--- src/rtl/xor_equiv_sequencer.sv ---
// Exhaustive a/b sweep that drives a reference XOR and a gate-level XOR,
// compares their outputs per vector and records mismatch count and first failure.
module xor_equiv_sequencer #(
    parameter int unsigned WIDTH  = 1,
    parameter int unsigned SETTLE = 1,
    parameter int unsigned CNT_W  = 8
) (
    input  logic             clk,
    input  logic             reset,
    input  logic             start,
    input  logic             abort,
    output logic [WIDTH-1:0] a,
    output logic [WIDTH-1:0] b,
    input  logic [WIDTH-1:0] s_ref,
    input  logic [WIDTH-1:0] s_dut,
    output logic             busy,
    output logic             done,
    output logic             pass,
    output logic [CNT_W-1:0] err_count,
    output logic [WIDTH-1:0] fail_a,
    output logic [WIDTH-1:0] fail_b
);

    localparam int unsigned VW = 2 * WIDTH;
    localparam int unsigned SW = (SETTLE > 1) ? $clog2(SETTLE) : 1;
    localparam logic [SW-1:0] SETTLE_LAST = SW'(SETTLE - 1);

    typedef enum logic [1:0] {
        S_IDLE,
        S_WAIT,
        S_CHECK,
        S_FINISH
    } state_t;

    state_t          state;
    logic [VW-1:0]   vec;
    logic [SW-1:0]   settle_cnt;
    logic            first_seen;
    logic            mismatch_c;

    assign a = vec[VW-1:WIDTH];
    assign b = vec[WIDTH-1:0];

    // Any differing lane counts as one failing vector.
    assign mismatch_c = (s_ref != s_dut);

    always_ff @(posedge clk or posedge reset) begin
        if (reset) begin
            state      <= S_IDLE;
            vec        <= '0;
            settle_cnt <= '0;
            first_seen <= 1'b0;
            busy       <= 1'b0;
            done       <= 1'b0;
            pass       <= 1'b0;
            err_count  <= '0;
            fail_a     <= '0;
            fail_b     <= '0;
        end else begin
            done <= 1'b0;
            // Abort outranks every other transition, but only once a sweep is running.
            if (abort && (state != S_IDLE)) begin
                state <= S_IDLE;
                busy  <= 1'b0;
                pass  <= 1'b0;
            end else begin
                case (state)
                    S_IDLE: begin
                        if (start) begin
                            vec        <= '0;
                            err_count  <= '0;
                            pass       <= 1'b0;
                            first_seen <= 1'b0;
                            fail_a     <= '0;
                            fail_b     <= '0;
                            settle_cnt <= '0;
                            busy       <= 1'b1;
                            state      <= S_WAIT;
                        end
                    end
                    S_WAIT: begin
                        if (settle_cnt == SETTLE_LAST) begin
                            state <= S_CHECK;
                        end else begin
                            settle_cnt <= settle_cnt + SW'(1);
                        end
                    end
                    S_CHECK: begin
                        if (mismatch_c) begin
                            if (err_count != {CNT_W{1'b1}}) begin
                                err_count <= err_count + CNT_W'(1);
                            end
                            if (!first_seen) begin
                                first_seen <= 1'b1;
                                fail_a     <= a;
                                fail_b     <= b;
                            end
                        end
                        if (vec == {VW{1'b1}}) begin
                            done  <= 1'b1;
                            state <= S_FINISH;
                        end else begin
                            vec        <= vec + VW'(1);
                            settle_cnt <= '0;
                            state      <= S_WAIT;
                        end
                    end
                    S_FINISH: begin
                        pass  <= (err_count == '0);
                        busy  <= 1'b0;
                        state <= S_IDLE;
                    end
                    default: begin
                        state <= S_IDLE;
                        busy  <= 1'b0;
                    end
                endcase
            end
        end
    end

endmodule
--- config.mk ---
export PLATFORM = sky130hd
export DESIGN_NAME = xor_equiv_sequencer
export DESIGN_NICKNAME = d
export VERILOG_FILES = /design/src/rtl/xor_equiv_sequencer.sv
export SDC_FILE = /design/constraint.sdc
export NUM_CORES = 1
export LEC_CHECK = 0
export CAP_MARGIN = 30
export CORE_ASPECT_RATIO = 1.2
export CORE_MARGIN = 2
export CORE_UTILIZATION = 52
export DETAILED_ROUTE_END_ITERATION = 6
export PLACE_DENSITY = 0.85
export SYNTH_ARGS = -nofsm -noshare
export SYNTH_HDL_FRONTEND = slang
export SYNTH_SLANG_ARGS = --single-unit
--- constraint.sdc ---
create_clock -name clk -period 2.6 [get_ports clk]
set_input_delay 0.39 -clock clk [delete_from_list [all_inputs] [get_ports clk]]
set_output_delay 0.39 -clock clk [all_outputs]
set_load 0.05 [all_outputs]
Word-level counts from Yosys, hierarchy flattened
Cells that the tools add are included.

Reduce and logical (&&, ||, !) cells: 14. $lt $le $gt $ge: 0. Add/subtract/negate cells: 3. Multiply operators: 0. Shift operators: 0. Eq/ne operators: 13. Bitwise logic cells: 1. Multiplexer cells: 32. Div/mod/pow operators: 0.

Operators by type and width (number): 2-to-1 mux 8 bit (3); case mux 8 bit (2 select lines) (1); 2-to-1 mux 1 bit (14); 2-to-1 mux 2 bit (6); AND reduction 4 bit (3); != test 2 bit, second input constant (5); case mux 1 bit (2 select lines) (5); AND reduction 5 bit (2); adder 8 x 1 -> 8 bit, second input constant (1); zero test 8 bit (1); != test 8 bit, second input constant (1); case mux 2 bit (4 select lines) (1); == test 2 bit, second input constant (3); != test 3 bit, second input constant (2); nonzero test 3 bit (2); case mux 2 bit (2 select lines) (1); AND reduction 2 bit (2); nonzero test 2 bit (2); case mux 1 bit (3 select lines) (1); adder 2 x 1 -> 2 bit, second input constant (1); == test 2 x 1 -> 1 bit, second input constant (1); zero test 2 bit (1); adder 1 bit, second input constant (1); logical AND 1 bit (1); other kinds (2) (2).

Memory bits (writable): 0. Register bits after elaboration: 19. Logic and storage cells: 73. Bits in latches: 0. Memories kept: 0. Output and inout bits: 15. ROM bits: 0. Bits of input ports: 6.

Longest topological paths before layout
Word-level depth: 4. Mapped depth: 7. Depth with buffers taken out: 5.

Least setup slack after synthesis
No wires, ideal clock.

Kind: register to register. Start: register err_count[1]. End: register err_count[3]. Stages on the path, launching flop included: 7. Library setup time: 0.087 ns. Period minus slack after synthesis: 1.901 ns. Slack: 0.699 ns. Required time: 2.513 ns. Path buffers: 1. Arrival time: 1.815 ns. Path through: dfrtp_1 > ha_1 > nand4_1 > or2_1 > buf_6 > a211o_1 > o211ai_1.

Word-level cells in the longest chain between the ends: 4. Elaborated cells between the ends (all ways): 7. Those cells by class: 1 x add/sub; 2 x eq/ne; 3 x mux; 1 x reduce/logical.

Ends and longest elaborated chain: start, declared (line 19) `output logic [CNT_W-1:0] err_count,`; start signal, assigned (line 91) `err_count <= err_count + CNT_W'(1);`; adder 8 x 1 -> 8 bit (line 91); 2-to-1 mux 8 bit (line 90) `if (err_count != {CNT_W{1'b1}}) begin`; 2-to-1 mux 8 bit (line 89) `if (mismatch_c) begin`; case mux 8 bit (2 select lines) (line 67) `case (state)`.

Parallel ways exist; a longest one is shown, timed or not. The select of a mux whose other input is x is not followed. A chain may end at the register's enable or synchronous reset.

Worst setup path in the final report
Start: register err_count[5]. End: output err_count[5].

No word-level cell between the ends.

==> out/metrics.cfg <==
[setup_path]
critical-path-top-delay-family = buffers and inverters
crit_path_start_kind = flip-flop
cp_cell_sequence = clkdlybuf4s50_1
worstPathArrival_ns = 1.66
crit_required_ns = 2.21
worstSetupEndpointType = output port
crit_path_top_delay_cell = clkdlybuf4s50_1
path_buf_inv = 1
critPathKind = flip-flop to output port
cp_max_fo = 8
cpPeakStageDelay_ns = 0.86

[drt]
ant_nets = 0
wl_met2_um = 1010
top_layer_used = met4
vias = 837
wirelength_um = 2070
wl_met3_um = 92
drt-met1-wl_um = 922
drtIter0Drc = 25
first_pass_iters = 4
route.detailed.wl_per_inst_um = 15.2
viasPerCell = 6.15
drcViolationCount = 0

[finish]
multi_input_area_um2 = 498
final_area_um2 = 1220
final_common_cell = clkdlybuf4s50_1
diodes = 0
fin_nets = 127
drive_gt1_share_pct = 10.3
regArea_um2 = 450
layout_common_cells = clkdlybuf4s50_1, dfrtp_1, nand2_1
area_growth_pct = 21.5
filler_cell_count = 153

[synthesis]
synth_xor_area_share_pct = 0.870
muxShareOfSynthArea_pct = 2.11
synth_adder_area_share_pct = 3.73
syn_nets = 107
yosysWarnings = 0
synth_area_leaders = dfrtp_1, nand2_1, ha_1
yosys_register_bits = 18
syn_inst = 98
synth_area_leader_cell = dfrtp_1
synth_compound_area_share_pct = 23.1
ys.flop_type = dfrtp_1
synth-simple-area-share_pct = 19.6
avgSynthCellArea_um2 = 10.3
async_reset_ff_share_pct = 100
synth_edf_count = 0
yosysTopAreaCellShare_pct = 44.7
yosysSeqAreaShare_pct = 44.7
synth_top_family_by_area = compound AO/OA/AOI/OAI gates
yosysUniqueCellTypes = 40
syn_area_um2 = 1010

[timing]
tns_ns = 0
slew_viol_final = 0
setup_viol = 0
rsz0062_at_grt = false
finalClockSkew_ns = 0.00153
fin_crit_ns = 2.05
relSlewSlack_pct = 56.1
fin_crit_sh_pct = 79.0
fmax_ghz = 0.487
finalHoldViolCount = 0
worst_pin_slew_ns = 0.657

[floorplan]
pin_count = 21
fp.dieW_um = 44.2
initial_core_util_pct = 55.1
dieHeight_um = 52.2
coreArea_um2 = 1830
dieArea_um2 = 2310
rows = 17

[hold_path]
min_path_type = input pin to async pin

[placed_design]
port_buffers = 20
gp_congestion = 0.870
placed_area_um2 = 1190
hpwl_um = 1490

[global_routing]
antenna_found_initial = 0
grt_pass1_wl_um = 3520
grt_usage_pct = 20.9
grt_max_degree = 19
grt-ovfl-total = 0
grt_pass1_vias = 774

[power_and_ir_drop]
irDropWorstVdd_mv = 0.268
internal-power_mw = 0.452
comb_power_share_pct = 26.1
seqPwrFrac_pct = 48.3
sw_frac_of_total_pct = 33.0
p_leak_nw = 0.512
switchingPower_mw = 0.223
p_clk_share_pct = 25.5
power.density_nw_per_um2 = 552

[job]
cap_viol_max_count = 0

[clock_network]
cts_tree = yes
cts_root_buf = clkbuf_4
path_clk_slew_ns = 0.10
clock_latency_ns = 0.29
cts.sinks = 18
htreeDepth = 1
cts_resized = 0
cts_buffer_depth = 2
post_cts_buffers = 0
cts_buffers = 3
holdBufCountCts = 0

[status]
status = finished, final reports clean

-- cell usage after synthesis (2+ instances only) --
master	n
a21oi_1	5
a21oi_2	2
a22o_1	3
a31oi_1	3
a41oi_2	2
and3_1	3
buf_2	2
buf_6	3
dfrtp_1	18
ha_1	3
inv_1	4
nand2_1	12
nand2b_1	3
nand3_1	3
nand4_1	2
nor2_1	4
nor3_1	2
o31ai_1	2
-- final timing paths --
path                         startpoint            to  slack, ns  cells past startpoint
setup / recovery           err_count[5]  err_count[5]       0.55                      1
hold / removal                    reset        fail_a       0.47                      2
setup reg to reg               state[0]  err_count[1]       0.73                      4
hold reg to reg                  fail_a        fail_a       0.52                      1
max in group asynchronous         reset          busy       1.71                      2
min in group clk                 fail_a        fail_a       0.52                      1
-- layer usage --
| metal | global-route usage (%) | up-vias |
|---|---|---|
| met5 | 0 | - |
| met2 | 33.6 | 23 |
| li1 | - | 395 |
| met3 | 3.10 | 7 |
| met4 | 8.59 | 0 |
| met1 | 27.9 | 412 |
-- kinds of logic after synthesis --
kind of cell	Yosys count
buffers and inverters	9
AO/OA/AOI/OAI	28
XOR/XNOR	1
AND/OR/NAND/NOR	37
adder cells (fa/ha/maj)	3
multiplexers	2
flip-flops	18
-- per-stage QoR --
stage	std cells	power (mW)	setup slack [ns]	util (%)	hold slack, ns
floorplan	98	0.461	0.699	-	0.329
global placement	132	0.503	0.537	64.9	0.487
detailed placement	132	0.509	0.478	64.9	0.482
CTS	136	0.679	0.548	66.9	0.510
global route	136	0.713	0.483	66.9	0.531
finish	136	0.675	0.546	66.9	0.473
-- final cells by class --
type / instances / area share [%]
Timing Repair Buffer: 20 / 16.4
Multi-Input combinational cell: 71 / 40.7
Sequential cell: 18 / 36.8
Inverter: 4 / 1.23
Tap cell: 19 / 1.94
Clock buffer: 4 / 2.97
-- flip-flops by register name, indices dropped and copies added, names as in the netlist --
register and count:
busy 1, done 1, err_count 8, fail_a 1
fail_b 1, first_seen 1, pass 1, state 2
vec 2
-- power by group through the flow --
stage | sequential, mW | combinational, mW | clock, mW
after floorplan | 0.372 | 0.0883 | 0
after global placement | 0.330 | 0.174 | 0
after detailed placement | 0.332 | 0.177 | 0
after CTS | 0.326 | 0.179 | 0.175
after global routing | 0.330 | 0.191 | 0.191
final | 0.326 | 0.176 | 0.172
No activity file was read; power rests on OpenSTA's default activity.
